$ cat src/rtl/elastic_pipe_pkg.sv
// Shared types and width defaults for the elastic pipeline register.
// State encoding doubles as the occupancy count (EMPTY=0, ONE=1, FULL=2).
package elastic_pipe_pkg;

    typedef enum logic [1:0] {
        EMPTY = 2'b00,
        ONE   = 2'b01,
        FULL  = 2'b10
    } state_e;

    localparam int DATA_W_DFLT = 32;
    localparam int IDX_W_DFLT  = 6;

endpackage

$ cat src/rtl/sat_counter.sv
// 32-bit saturating up-counter with synchronous clear.
// Ports: clk, clr_i (sync clear, wins), inc_i (count enable), cnt_o (value).
module sat_counter (
    input  logic        clk,
    input  logic        clr_i,
    input  logic        inc_i,
    output logic [31:0] cnt_o
);

    logic [31:0] cnt_q;
    logic [31:0] cnt_d;

    always_comb begin
        cnt_d = cnt_q;
        if (clr_i) begin
            cnt_d = '0;
        end else if (inc_i && (cnt_q != 32'hFFFF_FFFF)) begin
            cnt_d = cnt_q + 32'd1;
        end
    end

    always_ff @(posedge clk) begin
        cnt_q <= cnt_d;
    end

    assign cnt_o = cnt_q;

endmodule

$ cat src/rtl/elastic_pipeline_register.sv
// Two-entry elastic (skid) pipeline register with flush; in_ready is registered-state only.
// Ports: clk, reset (sync, active-high), flush, in_valid/in_ready/in_data/in_idx,
// out_valid/out_ready/out_data/out_idx, occ (0..2).
// Macro ELASTIC_PIPE_STALL_CNT_EN adds stall_cnt: saturating count of out_valid & !out_ready cycles.
module elastic_pipeline_register
    import elastic_pipe_pkg::*;
#(
    parameter int DATA_W = DATA_W_DFLT,
    parameter int IDX_W  = IDX_W_DFLT
) (
    input  logic              clk,
    input  logic              reset,
    input  logic              flush,
    input  logic              in_valid,
    output logic              in_ready,
    input  logic [DATA_W-1:0] in_data,
    input  logic [IDX_W-1:0]  in_idx,
    output logic              out_valid,
    input  logic              out_ready,
    output logic [DATA_W-1:0] out_data,
    output logic [IDX_W-1:0]  out_idx,
    output logic [1:0]        occ
`ifdef ELASTIC_PIPE_STALL_CNT_EN
    ,
    output logic [31:0]       stall_cnt
`endif
);

    state_e            state_q, state_d;
    logic [DATA_W-1:0] main_data_q, main_data_d;
    logic [IDX_W-1:0]  main_idx_q, main_idx_d;
    logic [DATA_W-1:0] skid_data_q, skid_data_d;
    logic [IDX_W-1:0]  skid_idx_q, skid_idx_d;

    logic in_fire;
    logic out_fire;

    assign in_ready  = (state_q != FULL) && !reset;
    assign out_valid = (state_q != EMPTY);
    assign out_data  = main_data_q;
    assign out_idx   = main_idx_q;
    assign occ       = state_q;

    assign in_fire  = in_valid && in_ready;
    assign out_fire = out_valid && out_ready;

    always_comb begin
        state_d     = state_q;
        main_data_d = main_data_q;
        main_idx_d  = main_idx_q;
        skid_data_d = skid_data_q;
        skid_idx_d  = skid_idx_q;

        unique case (state_q)
            EMPTY: begin
                if (in_fire) begin
                    state_d     = ONE;
                    main_data_d = in_data;
                    main_idx_d  = in_idx;
                end
            end
            ONE: begin
                case ({in_fire, out_fire})
                    2'b10: begin
                        state_d     = FULL;
                        skid_data_d = in_data;
                        skid_idx_d  = in_idx;
                    end
                    2'b11: begin
                        main_data_d = in_data;
                        main_idx_d  = in_idx;
                    end
                    2'b01: state_d = EMPTY;
                    default: ;
                endcase
            end
            FULL: begin
                if (out_fire) begin
                    state_d     = ONE;
                    main_data_d = skid_data_q;
                    main_idx_d  = skid_idx_q;
                end
            end
            default: state_d = EMPTY;
        endcase

        // Flush drops occupancy only; payload registers keep their contents.
        if (flush) begin
            state_d     = EMPTY;
            main_data_d = main_data_q;
            main_idx_d  = main_idx_q;
            skid_data_d = skid_data_q;
            skid_idx_d  = skid_idx_q;
        end
    end

    always_ff @(posedge clk) begin
        if (reset) begin
            state_q     <= EMPTY;
            main_data_q <= '0;
            main_idx_q  <= '0;
            skid_data_q <= '0;
            skid_idx_q  <= '0;
        end else begin
            state_q     <= state_d;
            main_data_q <= main_data_d;
            main_idx_q  <= main_idx_d;
            skid_data_q <= skid_data_d;
            skid_idx_q  <= skid_idx_d;
        end
    end

`ifdef ELASTIC_PIPE_STALL_CNT_EN
    // A flushed cycle is not a stall: the presented entry is being discarded.
    logic stall_inc;
    assign stall_inc = out_valid && !out_ready && !flush;

    sat_counter u_stall_cnt (
        .clk   (clk),
        .clr_i (reset),
        .inc_i (stall_inc),
        .cnt_o (stall_cnt)
    );
`endif

endmodule

$ cat config.mk
export PLATFORM = sky130hd
export DESIGN_NAME = elastic_pipeline_register
export DESIGN_NICKNAME = d
export VERILOG_FILES = /design/src/rtl/elastic_pipe_pkg.sv /design/src/rtl/sat_counter.sv /design/src/rtl/elastic_pipeline_register.sv
export SDC_FILE = /design/constraint.sdc
export NUM_CORES = 1
export LEC_CHECK = 0
export CORE_MARGIN = 4
export CORE_UTILIZATION = 48
export CTS_CLUSTER_SIZE = 30
export DETAILED_ROUTE_END_ITERATION = 8
export PLACE_DENSITY = 0.82
export SYNTH_ARGS = -nofsm -noshare
export SYNTH_HDL_FRONTEND = slang
export SYNTH_SLANG_ARGS = --single-unit
$ cat constraint.sdc
create_clock -name clk -period 3.5 [get_ports clk]
set_clock_uncertainty 0.15 [all_clocks]
set_input_delay 0.35 -clock clk [delete_from_list [all_inputs] [get_ports clk]]
set_output_delay 0.35 -clock clk [all_outputs]
set_load 0.03 [all_outputs]
==> results_dict.tcl <==
set metrics [dict create \
    netlist.area_leader.share_pct 48.90 \
    drt_drc_violations_left 0 \
    place.gp.congestion 0.7497 \
    timing.critical_path.to_type "primary output" \
    grt_pass1_wl_um 11490 \
    chipHeight_um 89.56 \
    cts_tree "yes" \
    synthTopCellsByArea "dfxtp_1, mux2i_1, nand2_1" \
    slew_headroom_pct 44.13 \
    p_leak_nw 1.702 \
    post_dp_cell_area_mm2 0.004079 \
    crit_fanout 40 \
    power_density_mw_per_mm2 427.6 \
    drt-wirelength-per-cell_um 13.54 \
    routing_usage_on_met3_pct 3.779 \
    worst_ep_required_time_ps 3000 \
    worstSetupPathType "reg2out" \
    ios 85 \
    grt_use_total_pct 18.46 \
    layout.nets 477 \
    grtUsageMet1_pct 22.94 \
    drt_iter0_drc 64 \
    period_needed_ps 2960 \
    drtAntennaViolNets 0 \
    overflow 0 \
    synthesis.area_mm2 0.003193 \
    clk_path_buf_depth 2 \
    crit_chain "nand2b_2 -> buf_4 -> nor2b_1 -> clkdlybuf4s50_1" \
    fp.coreArea_mm2 0.006422 \
    worst_margin_slew_ps 838.0 \
    crit_path_start_kind "flip-flop" \
    ys_types 24 \
    outcome "finished, final reports clean" \
    grt_start_max_net_pins 78 \
    leading_cell_type_in_the_layout_fill_and_taps_excluded "clkdlybuf4s50_1" \
    share_of_post_route_cells_with_drive_strength_above_1_pct 8.046 \
    dr_total_vias 2683 \
    postCtsHoldBufs 0 \
    dp.final_hpwl_um 4474 \
    arrival_ps 2460 \
    clkSlewWorstSetupHoldPaths_ps 70 \
    fp.dieArea_mm2 0.008021 \
    post_cts_resize_count 0 \
    tritoncts.num_buffers 9 \
    clock_tree_root_buffer_cell "clkbuf_8" \
    irDropWorstVdd_mv 0.2630 \
    cts_max_level 3 \
    via_count_of_the_first_global_routing_pass 2535 \
    synth_seq_area_share_pct 48.90 \
    area.growth.synth_to_final_pct 33.19 \
    min_hold_slack_ps 96.57 \
    synthesis.instances 360 \
    finalInstanceArea_mm2 0.004253 \
    number_of_register_bits_inferred_by_synthesis 78 \
    grt.met2_usage_pct 29.92 \
    setup-violations-final 0 \
    critical_path.slowest_cell "clkdlybuf4s50_1" \
    num_antenna_cells 0 \
    horizontal_extent_of_the_die_um 89.56 \
    final.setup.tns_ps 0 \
    cts_post_setup_buffers_inserted 0 \
    layout.cells.most_common_list "clkdlybuf4s50_1, dfxtp_1, nand2_1" \
    detail_route.vias_per_cell 5.240 \
    grt.busiest_layer "met2" \
    route.final.wire_length_um 6931 \
    report.final.slew_viol_count 0 \
    drt-pass1-iter-count 4 \
    cts.sinks 78 \
    placementRows 29 \
    grt_setup_unrepaired "false" \
    fmax_ghz 0.3378 \
    ys_warn_count 0 \
    max_cap_violations 0 \
    starting_density_of_the_core_pct 49.72 \
    min_path_type "in2reg" \
    non_filler_cells_in_the_finished_layout 512 \
    grt_antenna_before_repair 0 \
    hold_viol_final 0 \
    worst_path_largest_cell_delay_ps 680 \
    min_period_over_period_pct 84.58 \
    yosysTopAreaCell "dfxtp_1" \
    postSynthAreaPerCell_um2 8.870 \
    cell_count_after_placement 497 \
    syn-num-nets 406 \
    clk_latency_ps 340 \
    buffer_ports.inserted 84 \
]
## worst max-delay path, delay by kind of cell, from the launching register on
family	cells	cell delay, ps
buf+inv	2	1200
flops	1	500
simple gates	2	400
## cell families (layout without fill, tap and decap cells)
family	after synthesis	in the layout	share of synthesized area, %
mux	38	38	11.91
buf+inv	34	109	4.545
fa+ha+maj	3	3	1.176
compound gates	81	81	17.75
flops	78	78	48.90
simple gates	126	126	15.71
## flip-flops by register name, indices dropped and copies added, names as in the netlist
signal / cells
skid_idx_q: 6
out_data: 32
occ: 2
skid_data_q: 32
out_idx: 6
## cell usage after synthesis (all sizes together)
master	count
ha	3
buf	10
nor2	39
nand2	77
a21oi	40
dfxtp	78
a2111oi	1
a21boi	1
nor3	2
clkbuf	20
mux2i	38
or2	1
and4	1
nor2b	1
or3b	1
nand4	1
nand3b	1
inv	4
nand2b	2
a221oi	1
a211oi	38
## report_power, final
part	switching, mW	internal (mW)	total [mW]
registers	0.0173	0.919	0.936
logic	0.151	0.132	0.283
clock network	0.310	0.288	0.599
## area by class of cell
type | instances | area (um^2)
timing repair buffer | 90 | 905.9
clock inverter | 4 | 22.52
multi-input combinational | 248 | 1500
tap | 77 | 96.34
fill | 537 | 2170
inverter | 4 | 15.01
sequential | 78 | 1562
clock buffer | 11 | 151.4
## metal layers
metal	wire length, um	vias to the layer above	part of all wire [%]
met3	400	15	5.8
li1	-	1373	-
met5	0	-	0
met4	161	0	2.3
met2	3247	75	47
met1	3121	1220	45
## path summary, 6_finish.rpt
kind	end	start	depth (start not counted)	slack [ps]
max	in_ready	occ[0]	4	540
min	occ[0]	reset	2	100
max reg2reg	skid_data_q[6]	occ[0]	8	1070
min reg2reg	skid_data_q[26]	skid_data_q[26]	2	300
## through the flow
stage               utilization, %  total power [mW]  setup slack (ps)
detailed placement           63.51             1.242             871.0
global placement             63.51             1.238             926.7
global route                 66.22             1.899             409.0
CTS                          66.22             1.839             484.1
floorplan                        -             1.110             678.9
finish                       66.22             1.819             539.8
No activity file was read; power rests on OpenSTA's default activity.
